## src/rtl/eth_led_if.sv

```systemverilog
// Per-port LED status bundle between the MAC-side status sources and the LED driver.
interface eth_led_if #(
   parameter int unsigned NUM_PORTS = 2
);
   logic [NUM_PORTS-1:0] link_up;
   logic [NUM_PORTS-1:0] fault;
   logic [NUM_PORTS-1:0] activity;
   logic [1:0]           led_mode;
   logic [NUM_PORTS-1:0] led_link;
   logic [NUM_PORTS-1:0] led_act;

   modport master (
      output link_up, fault, activity, led_mode,
      input  led_link, led_act
   );

   modport slave (
      input  link_up, fault, activity, led_mode,
      output led_link, led_act
   );
endinterface

```

## src/rtl/eth_led_controller.sv

```systemverilog
// Per-port Ethernet link/activity LED driver with a visible activity blink,
// a shared fault flasher and global display modes.
module eth_led_controller #(
   parameter int unsigned NUM_PORTS   = 2,
   parameter int unsigned TICK_DIV    = 125000,
   parameter int unsigned BLINK_TICKS = 50,
   parameter int unsigned FAULT_TICKS = 250
) (
   input  logic     clk,
   input  logic     rst_n,
   eth_led_if.slave bus
);
   localparam int unsigned PRE_W = $clog2(TICK_DIV + 1);
   localparam int unsigned BLK_W = $clog2(BLINK_TICKS + 1);
   localparam int unsigned FLT_W = $clog2(FAULT_TICKS + 1);

   typedef enum logic [1:0] {
      ST_IDLE      = 2'd0,
      ST_BLINK_OFF = 2'd1,
      ST_BLINK_ON  = 2'd2
   } state_t;

   logic [PRE_W-1:0]     r_pre_cnt;
   logic                 w_tick;
   logic [FLT_W-1:0]     r_flash_cnt;
   logic                 r_flash_phase;

   state_t               r_state     [NUM_PORTS];
   state_t               w_state_nxt [NUM_PORTS];
   logic [BLK_W-1:0]     r_cnt       [NUM_PORTS];
   logic [BLK_W-1:0]     w_cnt_nxt   [NUM_PORTS];

   logic [NUM_PORTS-1:0] r_pending;
   logic [NUM_PORTS-1:0] w_pending_nxt;
   logic [NUM_PORTS-1:0] w_consume;
   logic [NUM_PORTS-1:0] w_blink_end;
   logic [NUM_PORTS-1:0] w_act_norm;
   logic [NUM_PORTS-1:0] r_led_link;
   logic [NUM_PORTS-1:0] r_led_act;
   logic [NUM_PORTS-1:0] w_led_link_nxt;
   logic [NUM_PORTS-1:0] w_led_act_nxt;

   logic [NUM_PORTS-1:0] w_link_up;
   logic [NUM_PORTS-1:0] w_fault;
   logic [NUM_PORTS-1:0] w_activity;
   logic [1:0]           w_led_mode;

   assign w_link_up    = bus.link_up;
   assign w_fault      = bus.fault;
   assign w_activity   = bus.activity;
   assign w_led_mode   = bus.led_mode;
   assign bus.led_link = r_led_link;
   assign bus.led_act  = r_led_act;

   // Time-base prescaler: one-cycle tick every TICK_DIV clocks
   assign w_tick = (r_pre_cnt == PRE_W'(TICK_DIV - 1));

   always_ff @(posedge clk or negedge rst_n) begin
      if (!rst_n) begin
         r_pre_cnt <= '0;
      end else if (w_tick) begin
         r_pre_cnt <= '0;
      end else begin
         r_pre_cnt <= r_pre_cnt + PRE_W'(1);
      end
   end

   // Shared fault flasher, phase toggles every FAULT_TICKS ticks
   always_ff @(posedge clk or negedge rst_n) begin
      if (!rst_n) begin
         r_flash_cnt   <= '0;
         r_flash_phase <= 1'b0;
      end else if (w_tick) begin
         if (r_flash_cnt == FLT_W'(FAULT_TICKS - 1)) begin
            r_flash_cnt   <= '0;
            r_flash_phase <= ~r_flash_phase;
         end else begin
            r_flash_cnt   <= r_flash_cnt + FLT_W'(1);
         end
      end
   end

   always_ff @(posedge clk or negedge rst_n) begin
      if (!rst_n) begin
         for (int i = 0; i < NUM_PORTS; i++) begin
            r_state[i] <= ST_IDLE;
            r_cnt[i]   <= '0;
         end
         r_pending  <= '0;
         r_led_link <= '0;
         r_led_act  <= '0;
      end else begin
         for (int i = 0; i < NUM_PORTS; i++) begin
            r_state[i] <= w_state_nxt[i];
            r_cnt[i]   <= w_cnt_nxt[i];
         end
         r_pending  <= w_pending_nxt;
         r_led_link <= w_led_link_nxt;
         r_led_act  <= w_led_act_nxt;
      end
   end

   // Output is derived from the next state so an activity pulse shows 2 cycles later
   always_comb begin
      w_consume      = '0;
      w_blink_end    = '0;
      w_pending_nxt  = '0;
      w_act_norm     = '0;
      w_led_link_nxt = '0;
      w_led_act_nxt  = '0;
      for (int i = 0; i < NUM_PORTS; i++) begin
         w_state_nxt[i] = r_state[i];
         w_cnt_nxt[i]   = r_cnt[i];
      end

      for (int i = 0; i < NUM_PORTS; i++) begin
         w_blink_end[i] = w_tick && (r_cnt[i] == BLK_W'(BLINK_TICKS - 1));
         case (r_state[i])
            ST_IDLE: begin
               if (r_pending[i]) begin
                  w_state_nxt[i] = ST_BLINK_OFF;
                  w_cnt_nxt[i]   = '0;
                  w_consume[i]   = 1'b1;
               end
            end
            ST_BLINK_OFF: begin
               if (w_blink_end[i]) begin
                  w_state_nxt[i] = ST_BLINK_ON;
                  w_cnt_nxt[i]   = '0;
               end else if (w_tick) begin
                  w_cnt_nxt[i]   = r_cnt[i] + BLK_W'(1);
               end
            end
            ST_BLINK_ON: begin
               if (w_blink_end[i]) begin
                  w_cnt_nxt[i] = '0;
                  if (r_pending[i]) begin
                     w_state_nxt[i] = ST_BLINK_OFF;
                     w_consume[i]   = 1'b1;
                  end else begin
                     w_state_nxt[i] = ST_IDLE;
                  end
               end else if (w_tick) begin
                  w_cnt_nxt[i] = r_cnt[i] + BLK_W'(1);
               end
            end
            default: begin
               w_state_nxt[i] = ST_IDLE;
               w_cnt_nxt[i]   = '0;
            end
         endcase

         // New activity wins over consumption in the same cycle
         w_pending_nxt[i] = (r_pending[i] & ~w_consume[i]) | w_activity[i];

         if (!w_link_up[i]) begin
            w_state_nxt[i]   = ST_IDLE;
            w_cnt_nxt[i]     = '0;
            w_pending_nxt[i] = 1'b0;
         end

         w_act_norm[i] = w_fault[i] ? r_flash_phase :
                         ((w_state_nxt[i] == ST_BLINK_OFF) ? 1'b0 : w_link_up[i]);
      end

      case (w_led_mode)
         2'd0: begin
            w_led_link_nxt = w_link_up;
            w_led_act_nxt  = w_act_norm;
         end
         2'd1: begin
            w_led_link_nxt = w_link_up;
            w_led_act_nxt  = w_link_up;
         end
         2'd2: begin
            w_led_link_nxt = '0;
            w_led_act_nxt  = '0;
         end
         default: begin
            w_led_link_nxt = '1;
            w_led_act_nxt  = '1;
         end
      endcase
   end
endmodule
```

## src/flat_wrapper.sv

```systemverilog
// flat-port wrapper written by rule: the top's interface ports become plain ports
module eth_led_controller_flat 
#(
   parameter int unsigned NUM_PORTS   = 2,
   parameter int unsigned TICK_DIV    = 125000,
   parameter int unsigned BLINK_TICKS = 50,
   parameter int unsigned FAULT_TICKS = 250
)
  (clk, rst_n, bus_link_up, bus_fault, bus_activity, bus_led_mode, bus_led_link, bus_led_act);
  eth_led_if #(.NUM_PORTS(NUM_PORTS)) bus_i ();
  input  logic clk;
  input  logic rst_n;
  input wire logic [$bits(bus_i.link_up)-1:0] bus_link_up;
  input wire logic [$bits(bus_i.fault)-1:0] bus_fault;
  input wire logic [$bits(bus_i.activity)-1:0] bus_activity;
  input wire logic [$bits(bus_i.led_mode)-1:0] bus_led_mode;
  output wire logic [$bits(bus_i.led_link)-1:0] bus_led_link;
  output wire logic [$bits(bus_i.led_act)-1:0] bus_led_act;
  assign bus_i.link_up = bus_link_up;
  assign bus_i.fault = bus_fault;
  assign bus_i.activity = bus_activity;
  assign bus_i.led_mode = bus_led_mode;
  assign bus_led_link = bus_i.led_link;
  assign bus_led_act = bus_i.led_act;
  eth_led_controller #(.NUM_PORTS(NUM_PORTS), .TICK_DIV(TICK_DIV), .BLINK_TICKS(BLINK_TICKS), .FAULT_TICKS(FAULT_TICKS)) u_core (.clk(clk), .rst_n(rst_n), .bus(bus_i));
endmodule
```

## config.mk

```make
export PLATFORM = sky130hd
export DESIGN_NAME = eth_led_controller_flat
export DESIGN_NICKNAME = d
export VERILOG_FILES = /design/src/rtl/eth_led_if.sv /design/src/rtl/eth_led_controller.sv /design/src/flat_wrapper.sv
export SDC_FILE = /design/constraint.sdc
export NUM_CORES = 1
export LEC_CHECK = 0
export ABC_AREA = 1
export CAP_MARGIN = 20
export CORE_UTILIZATION = 60
export DETAILED_ROUTE_END_ITERATION = 6
export GPL_ROUTABILITY_DRIVEN = 0
export PLACE_DENSITY = 0.83
export SKIP_CTS_REPAIR_TIMING = 1
export SLEW_MARGIN = 15
export SYNTH_ARGS = -nofsm -noshare
export SYNTH_HDL_FRONTEND = slang
export SYNTH_SLANG_ARGS = --single-unit
```

## constraint.sdc

```tcl
create_clock -name clk -period 2 [get_ports clk]
set_input_delay 0.5 -clock clk [delete_from_list [all_inputs] [get_ports clk]]
set_output_delay 0.5 -clock clk [all_outputs]
set_load 0.02 [all_outputs]
```

==> metrics.txt, run 1 <==
# TYPE chip_impl_metric gauge
chip_impl_metric{name="layout_worst_path_cycle_share",unit="%"} 94.60
chip_impl_metric{name="number_of_input_and_output_port_buffers_inserted",unit=""} 13
chip_impl_metric{name="drive_above_1_share",unit="%"} 12.92
chip_impl_metric{name="synth_fp_nets",unit=""} 381
chip_impl_metric{name="area.growth.synth_to_final",unit="%"} 15.84
chip_impl_metric{name="ys_ff_latch",unit=""} 48
chip_impl_metric{name="p_int",unit="W"} 0.001437
chip_impl_metric{name="yosys_warnings",unit=""} 0
chip_impl_metric{name="synth_largest_type_area_fraction",unit="%"} 43.46
chip_impl_metric{name="power_frac_clock",unit="%"} 37.0
chip_impl_metric{name="yosys.area_share.xor_xnor",unit="%"} 1.584
chip_impl_metric{name="synth_compound_gate_area_share",unit="%"} 11.41
chip_impl_metric{name="fmax",unit="GHz"} 0.5285
chip_impl_metric{name="slew-limit-headroom",unit="%"} 72.21
chip_impl_info{name="synth.top_cells.by_count",value="inv_1, nand2_1, dfrtp_1, nor2_1, nand3_1"} 1
chip_impl_metric{name="power.density",unit="mW/mm²"} 586.7
chip_impl_metric{name="p_switching",unit="W"} 0.0004418
chip_impl_metric{name="number_of_distinct_standard_cells_referenced_by_the_synthesized_netlist",unit=""} 35
chip_impl_metric{name="rows",unit=""} 24
chip_impl_metric{name="post_synth_arst_share",unit="%"} 100.0
chip_impl_metric{name="initial_core_utilization",unit="%"} 63.04
chip_impl_info{name="synth-main-ff-cell",value="dfrtp_1"} 1
chip_impl_metric{name="finalWirelength",unit="µm"} 5558
chip_impl_metric{name="grt_overflow_total",unit=""} 0
chip_impl_metric{name="htreeDepth",unit=""} 2
chip_impl_info{name="clock_root_cell",value="clkbuf_8"} 1
chip_impl_metric{name="track_usage",unit="%"} 24.28
chip_impl_metric{name="final_antenna_diode_count",unit=""} 0
chip_impl_metric{name="average_size_of_a_mapped_cell",unit="µm²"} 7.764
chip_impl_metric{name="cts-buffers-inserted",unit=""} 5
chip_impl_metric{name="power.combinational.fraction",unit="%"} 9.8
chip_impl_info{name="crit_path_start_kind",value="register"} 1
chip_impl_metric{name="multi_input_combinational_cell_area",unit="mm²"} 0.001325
chip_impl_info{name="dominant_combinational_cell_family_by_area_after_synthesis",value="simple AND/OR/NAND/NOR gates"} 1
chip_impl_metric{name="final.min_clock_period",unit="ps"} 1892
chip_impl_info{name="most_used_standard_cell_by_instance_count_after_synthesis",value="inv_1"} 1
chip_impl_metric{name="layout.core_utilization",unit="%"} 73.03
chip_impl_metric{name="drt-wirelength-per-cell",unit="µm"} 12.66
chip_impl_info{name="synthDominantAreaCellType",value="dfrtp_1"} 1
chip_impl_metric{name="grt_pass1_vias",unit=""} 2315
chip_impl_metric{name="grt_max_degree",unit=""} 32
chip_impl_metric{name="place_inst",unit=""} 427
chip_impl_metric{name="clock_skew",unit="ps"} 12.16
chip_impl_metric{name="register_area",unit="mm²"} 0.001201
chip_impl_metric{name="p_leak",unit="nW"} 1.618
chip_impl_info{name="synth_top_cells_by_area",value="dfrtp_1, inv_1, nand2_1"} 1
chip_impl_metric{name="insertion_delay",unit="ps"} 300
chip_impl_info{name="run_status",value="finished, final reports clean"} 1
chip_impl_metric{name="detailedRoute.firstPassIterationCount",unit=""} 4
chip_impl_metric{name="drt_drc_violations_left",unit=""} 0
chip_impl_info{name="grt_setup_unrepaired",value="yes"} 1
chip_impl_metric{name="p_seq_share",unit="%"} 53.2
chip_impl_metric{name="clock_tree.buffer_depth",unit=""} 2
chip_impl_metric{name="max_cap_violations",unit=""} 0
chip_impl_metric{name="layout.filler_cells",unit=""} 341
chip_impl_metric{name="synth_mux_area_share",unit="%"} 0.3622
chip_impl_metric{name="routed_antenna_nets",unit=""} 0
chip_impl_metric{name="design.portCount",unit=""} 14
chip_impl_metric{name="mappedNetlistArea",unit="mm²"} 0.002764
chip_impl_metric{name="count_of_endpoints_failing_hold_in_the_final_timing_report",unit=""} 0
chip_impl_metric{name="layoutNonFillerInstCount",unit=""} 439
chip_impl_metric{name="dieHeight",unit="µm"} 69.87
chip_impl_metric{name="vias_per_cell",unit=""} 5.374
chip_impl_info{name="cp-end-kind",value="register"} 1
chip_impl_metric{name="nets",unit=""} 411
chip_impl_metric{name="simple_gate_portion_of_the_synthesized_area",unit="%"} 26.12
chip_impl_metric{name="setup_viol_count_final",unit=""} 0
chip_impl_metric{name="portion_of_the_post_synthesis_area_used_by_sequential_elements",unit="%"} 43.46
chip_impl_metric{name="ir_drop",unit="µV"} 374.6
chip_impl_metric{name="crit_required",unit="ps"} 2220
chip_impl_metric{name="grt_first_pass_wirelength",unit="µm"} 9591
chip_impl_metric{name="synth-edff-count",unit=""} 0
chip_impl_metric{name="vias",unit=""} 2359
chip_impl_metric{name="full_die_area",unit="mm²"} 0.004882
chip_impl_metric{name="cp_max_fo",unit=""} 10
chip_impl_info{name="critical_path_class",value="reg2reg"} 1
chip_impl_metric{name="detailedPlacementHpwl",unit="µm"} 4144
chip_impl_metric{name="final-max-slew-violation-count",unit=""} 0
chip_impl_metric{name="fp.dieW",unit="µm"} 69.87
chip_impl_metric{name="worst-endpoint-arrival",unit="ps"} 2120
chip_impl_metric{name="worst_tran_pin_value",unit="ps"} 416.9
chip_impl_metric{name="first_iter_violations",unit=""} 116
chip_impl_metric{name="cts.sink_count",unit=""} 48
chip_impl_metric{name="power.share.switching",unit="%"} 23.52
chip_impl_info{name="hp-class",value="in2async"} 1
chip_impl_info{name="tritoncts",value="done"} 1
chip_impl_metric{name="synth_cells",unit=""} 356
chip_impl_metric{name="fp.coreArea",unit="mm²"} 0.004384
chip_impl_metric{name="adder_cell_share_of_the_synthesized_area",unit="%"} 6.790
chip_impl_metric{name="worst_path_clk_slew",unit="ps"} 90
chip_impl_metric{name="antenna_found_initial",unit=""} 0
==> area by class of cell <==
cell class,instances,area share [%]
Multi-Input combinational cell,236,41.38
Sequential cell,48,37.51
Inverter,69,8.128
Timing Repair Buffer,26,7.581
Clock buffer,6,2.267
Tap cell,52,2.032
Clock inverter,2,1.094
==> routing by layer <==
metal  share of wire, %  wire length (µm)  GRT usage (%)  vias up
li1                   -                 -              -     1193
met1                 45              2487          30.56     1119
met2                 52              2886          42.95       40
met3                2.6               143          4.906        7
met4               0.72                40          5.556        0
met5                  0                 0              0        -
==> power groups by stage <==
stage / registers [W] / logic (W) / clock network, W
finish: 0.00100 / 0.000183 / 0.000695
global placement: 0.00102 / 0.000165 / 0
CTS: 0.00100 / 0.000172 / 0.000705
detailed placement: 0.00102 / 0.000170 / 0
floorplan: 0.00102 / 0.0000872 / 0
global route: 0.00100 / 0.000207 / 0.000739
==> worst max-delay path, stage by stage (launching register included) <==
cell     delay (ps)
dfrtp_1         390
ha_2            190
nand2_1          70
inv_2            80
nand2_1          90
nor2_4          110
nand2_2         100
buf_6           170
nor3b_4         200
nand2_2          90
nor2_2          120
o22ai_1          90
a21oi_1         140
==> kinds of logic after synthesis <==
logic type | after synthesis
AND/OR/NAND/NOR | 161
buffers and inverters | 72
AO/OA/AOI/OAI | 54
flip-flops | 48
adder cells (fa/ha/maj) | 15
XOR/XNOR | 5
multiplexers | 1
==> sequential cells by signal, indices dropped and copies added, names as in the netlist <==
name,flops
u_core.bus.led_act,2
u_core.bus.led_link,2
u_core.r_cnt,12
u_core.r_flash_cnt,8
u_core.r_flash_phase,1
u_core.r_pending,2
u_core.r_pre_cnt,17
u_core.r_state,4
==> worst paths after layout <==
path,start,end,slack [ps],cells past startpoint
min in group clk,u_core.r_flash_phase,u_core.r_flash_phase,480,1
max reg2reg,u_core.r_pre_cnt[0],u_core.r_flash_cnt[6],110,12
min,rst_n,u_core.r_pre_cnt[9],120,1
max in group asynchronous,rst_n,u_core.r_pending[1],1380,2
max,u_core.r_pre_cnt[0],u_core.r_flash_cnt[6],110,12
min reg2reg,u_core.r_flash_phase,u_core.r_flash_phase,480,1
==> layout by cell type (no fill, tap or decap), types with 2 or more instances in the layout <==
cell type	count
a31oi_1	2
buf_4	10
dfrtp_1	48
buf_6	2
nand2_2	4
inv_2	3
a21oi_4	2
clkinv_2	2
clkdlybuf4s50_1	12
a21boi_0	3
a21oi_1	15
nor4_1	3
o22ai_1	5
nor3_2	2
nand3_1	26
nand4_1	5
o21ai_0	19
xor2_1	5
clkbuf_8	5
or2_2	3
nor3_1	6
inv_1	65
nor2_1	35
nand3_2	2
nor2_2	7
ha_1	14
nand2_1	65
==> stage by stage <==
step / instance area [µm²] / setup slack (ps) / hold WS [ps] / power [W] / setup TNS (ps)
after detailed placement: 3010 / -281.7 / 458.3 / 0.001190 / -1144
after global routing: 3202 / -48.19 / 148.6 / 0.001949 / -176.2
final: 3202 / 108.0 / 119.7 / 0.001878 / 0
after floorplan: 2764 / 301.0 / 204.4 / 0.001112 / 0
after CTS: 3118 / -168.4 / 129.8 / 0.001877 / -494.2
after global placement: 3010 / -169.4 / 439.7 / 0.001184 / -595.4
(Power assumes the default switching activity.)
==> inputs of run 2 (changes only) <==
--- a/config.mk
+++ b/config.mk
@@ -10,9 +10,9 @@
 export CORE_UTILIZATION = 60
 export DETAILED_ROUTE_END_ITERATION = 6
 export GPL_ROUTABILITY_DRIVEN = 0
+export HOLD_SLACK_MARGIN = 0.08
 export PLACE_DENSITY = 0.83
 export SKIP_CTS_REPAIR_TIMING = 1
-export SLEW_MARGIN = 15
 export SYNTH_ARGS = -nofsm -noshare
 export SYNTH_HDL_FRONTEND = slang
 export SYNTH_SLANG_ARGS = --single-unit
==> results of run 2 <==
The final DEF is identical to that of run 1; final timing and power are the same.
==> inputs of run 3 (changes only) <==
--- a/config.mk
+++ b/config.mk
@@ -11,7 +11,7 @@
 export DETAILED_ROUTE_END_ITERATION = 6
 export GPL_ROUTABILITY_DRIVEN = 0
 export HOLD_SLACK_MARGIN = 0.08
-export PLACE_DENSITY = 0.83
+export PLACE_DENSITY = 0.9
 export SKIP_CTS_REPAIR_TIMING = 1
 export SYNTH_ARGS = -nofsm -noshare
 export SYNTH_HDL_FRONTEND = slang
==> run 3 against run 2 <==
Worst setup slack lost 25 ps. Sequential share of layout area shrank 0.10 points. Global-route usage rose by 0.16 points. Critical path depth is the same. Critical path type unchanged.
==> metrics.txt, run 3 (same netlist as run 1, synthesis figures left out) <==
# TYPE chip_impl_metric gauge
chip_impl_info{name="run_status",value="finished, final reports clean"} 1
chip_impl_metric{name="layout.cell_area.non_filler",unit="mm²"} 0.003211
chip_impl_metric{name="nets",unit=""} 414
chip_impl_metric{name="worst-r2r-setup-slack",unit="ps"} 80
chip_impl_metric{name="final_antenna_diode_count",unit=""} 0
chip_impl_metric{name="vias_per_cell",unit=""} 5.451
chip_impl_metric{name="clock_tree.buffer_depth",unit=""} 2
chip_impl_metric{name="finalWirelength",unit="µm"} 5611
chip_impl_metric{name="grt_first_pass_wirelength",unit="µm"} 9577
chip_impl_metric{name="track_usage",unit="%"} 24.45
chip_impl_metric{name="p_int",unit="W"} 0.001301
chip_impl_metric{name="dieHeight",unit="µm"} 69.87
chip_impl_metric{name="layout.filler_cells",unit=""} 307
chip_impl_info{name="largest_register",value="u_core.r_pre_cnt"} 1
chip_impl_metric{name="p_leak",unit="nW"} 1.630
chip_impl_info{name="most-common-layout-cells",value="inv_1, nand2_1, dfrtp_1"} 1
chip_impl_metric{name="first_iter_violations",unit=""} 183
chip_impl_metric{name="worst_tran_pin_value",unit="ps"} 408.5
chip_impl_metric{name="worst_path_clk_slew",unit="ps"} 90
chip_impl_metric{name="initial_core_utilization",unit="%"} 63.04
chip_impl_info{name="critical_path_class",value="reg2reg"} 1
chip_impl_metric{name="power.share.switching",unit="%"} 25.39
chip_impl_metric{name="antenna_found_initial",unit=""} 0
chip_impl_metric{name="power.density",unit="mW/mm²"} 543.0
chip_impl_metric{name="final.min_clock_period",unit="ps"} 1917
chip_impl_metric{name="grt_max_degree",unit=""} 21
chip_impl_metric{name="final_ws_setup",unit="ps"} 82.56
chip_impl_metric{name="largest_register_ff_count",unit=""} 17
chip_impl_info{name="crit_path_start_kind",value="register"} 1
chip_impl_metric{name="vias",unit=""} 2404
chip_impl_metric{name="htreeDepth",unit=""} 2
chip_impl_metric{name="clock_skew",unit="ps"} 8.807
chip_impl_metric{name="max_cap_violations",unit=""} 0
chip_impl_metric{name="final_hold_slack",unit="ps"} 112.5
chip_impl_metric{name="drt_drc_violations_left",unit=""} 0
chip_impl_metric{name="area.growth.synth_to_final",unit="%"} 16.16
chip_impl_info{name="tritoncts",value="done"} 1
chip_impl_metric{name="p_switching",unit="W"} 0.0004425
chip_impl_metric{name="drive_above_1_share",unit="%"} 13.62
chip_impl_metric{name="p_seq_share",unit="%"} 57.4
chip_impl_info{name="cp-end-kind",value="register"} 1
chip_impl_metric{name="place_inst",unit=""} 429
chip_impl_metric{name="count_of_endpoints_failing_hold_in_the_final_timing_report",unit=""} 0
chip_impl_info{name="most_common_cell_after_layout_fill_and_taps_aside",value="inv_1"} 1
chip_impl_metric{name="grt_overflow_total",unit=""} 0
chip_impl_info{name="layout_top_registers",value="u_core.r_pre_cnt: 17 flops, u_core.r_cnt: 12 flops, u_core.r_flash_cnt: 8 flops"} 1
chip_impl_metric{name="insertion_delay",unit="ps"} 310
chip_impl_metric{name="grt_pass1_vias",unit=""} 2315
chip_impl_metric{name="fp.coreArea",unit="mm²"} 0.004384
chip_impl_metric{name="design.portCount",unit=""} 14
chip_impl_metric{name="worst-endpoint-arrival",unit="ps"} 2150
chip_impl_metric{name="placed_instance_area",unit="mm²"} 0.003013
chip_impl_metric{name="power_frac_clock",unit="%"} 32.0
chip_impl_metric{name="routed_antenna_nets",unit=""} 0
chip_impl_info{name="hp-class",value="in2async"} 1
chip_impl_metric{name="fp.dieW",unit="µm"} 69.87
chip_impl_metric{name="final-max-slew-violation-count",unit=""} 0
chip_impl_metric{name="layout_worst_path_cycle_share",unit="%"} 95.87
chip_impl_info{name="clock_root_cell",value="clkbuf_8"} 1
chip_impl_metric{name="detailedRoute.firstPassIterationCount",unit=""} 4
chip_impl_metric{name="full_die_area",unit="mm²"} 0.004882
chip_impl_metric{name="layoutNonFillerInstCount",unit=""} 441
chip_impl_metric{name="crit_required",unit="ps"} 2230
chip_impl_metric{name="number_of_input_and_output_port_buffers_inserted",unit=""} 13
chip_impl_metric{name="drt-wirelength-per-cell",unit="µm"} 12.72
chip_impl_metric{name="ir_drop",unit="µV"} 414.2
chip_impl_metric{name="fmax",unit="GHz"} 0.5215
chip_impl_metric{name="slew-limit-headroom",unit="%"} 72.77
chip_impl_metric{name="cp_max_fo",unit=""} 7
chip_impl_metric{name="post-place-ws",unit="ps"} -249.1
chip_impl_metric{name="cts.sink_count",unit=""} 48
chip_impl_metric{name="setup_viol_count_final",unit=""} 0
chip_impl_metric{name="rows",unit=""} 24
chip_impl_metric{name="power.combinational.fraction",unit="%"} 10.6
chip_impl_metric{name="cts-buffers-inserted",unit=""} 5
chip_impl_metric{name="totalPowerFinal",unit="W"} 0.001743
chip_impl_metric{name="detailedPlacementHpwl",unit="µm"} 4146
==> run 3: power groups by stage <==
stage	combinational (W)	sequential, W	clock [W]
4_1_cts	0.000171	0.00100	0.000567
6_report	0.000185	0.00100	0.000557
3_3_place_gp	0.000163	0.00102	0
2_1_floorplan	0.0000872	0.00102	0
5_1_grt	0.000209	0.00100	0.000606
3_5_place_dp	0.000171	0.00102	0
==> run 3: path summary, 6_finish.rpt <==
kind                                      from  cells past startpoint               endpoint
max                        u_core.r_pre_cnt[0]                     12  u_core.r_flash_cnt[6]
max reg2reg                u_core.r_pre_cnt[0]                     12  u_core.r_flash_cnt[6]
min in group clk           u_core.r_pre_cnt[0]                      1    u_core.r_pre_cnt[0]
min                                      rst_n                      1    u_core.r_pre_cnt[3]
min reg2reg                u_core.r_pre_cnt[0]                      1    u_core.r_pre_cnt[0]
max in group asynchronous                rst_n                      2        u_core.r_cnt[0]
==> run 3: layout make-up <==
| cell class | instances | area (µm²) | area share, % |
|---|---|---|---|
| clock buffer | 5 | 68.82 | 2.143 |
| clock inverter | 2 | 12.51 | 0.3897 |
| inverter | 69 | 260.3 | 8.106 |
| multi-input combinational | 237 | 1353 | 42.13 |
| sequential | 48 | 1201 | 37.41 |
| tap | 52 | 65.06 | 2.026 |
| timing repair buffer | 28 | 250.2 | 7.794 |
==> run 3: critical path, stage by stage, from the launching register on <==
cell and delay (ps):
dfrtp_1 380, ha_2 190, nand2_2 60, inv_2 80, nand2_2 70, nor2_4 170
nand2_4 100, buf_12 150, nor3b_4 210, nand2_2 110, nor2_2 140, o22ai_1 80
a21oi_1 110
==> run 3: layer usage <==
layer	routed length (µm)	global-route usage, %	up-vias	share of wire (%)
li1	-	-	1202	-
met1	2525	29.88	1139	45
met2	2795	40.81	48	50
met3	155	5.195	15	2.8
met4	135	12.44	0	2.4
met5	0	0	-	0
==> run 3: per-stage QoR <==
stage	util, %	TNS [ps]
2_1_floorplan	-	0
3_3_place_gp	68.72	-357.1
3_5_place_dp	68.72	-916.9
4_1_cts	70.58	-549.0
5_1_grt	73.23	-90.70
6_report	73.23	0
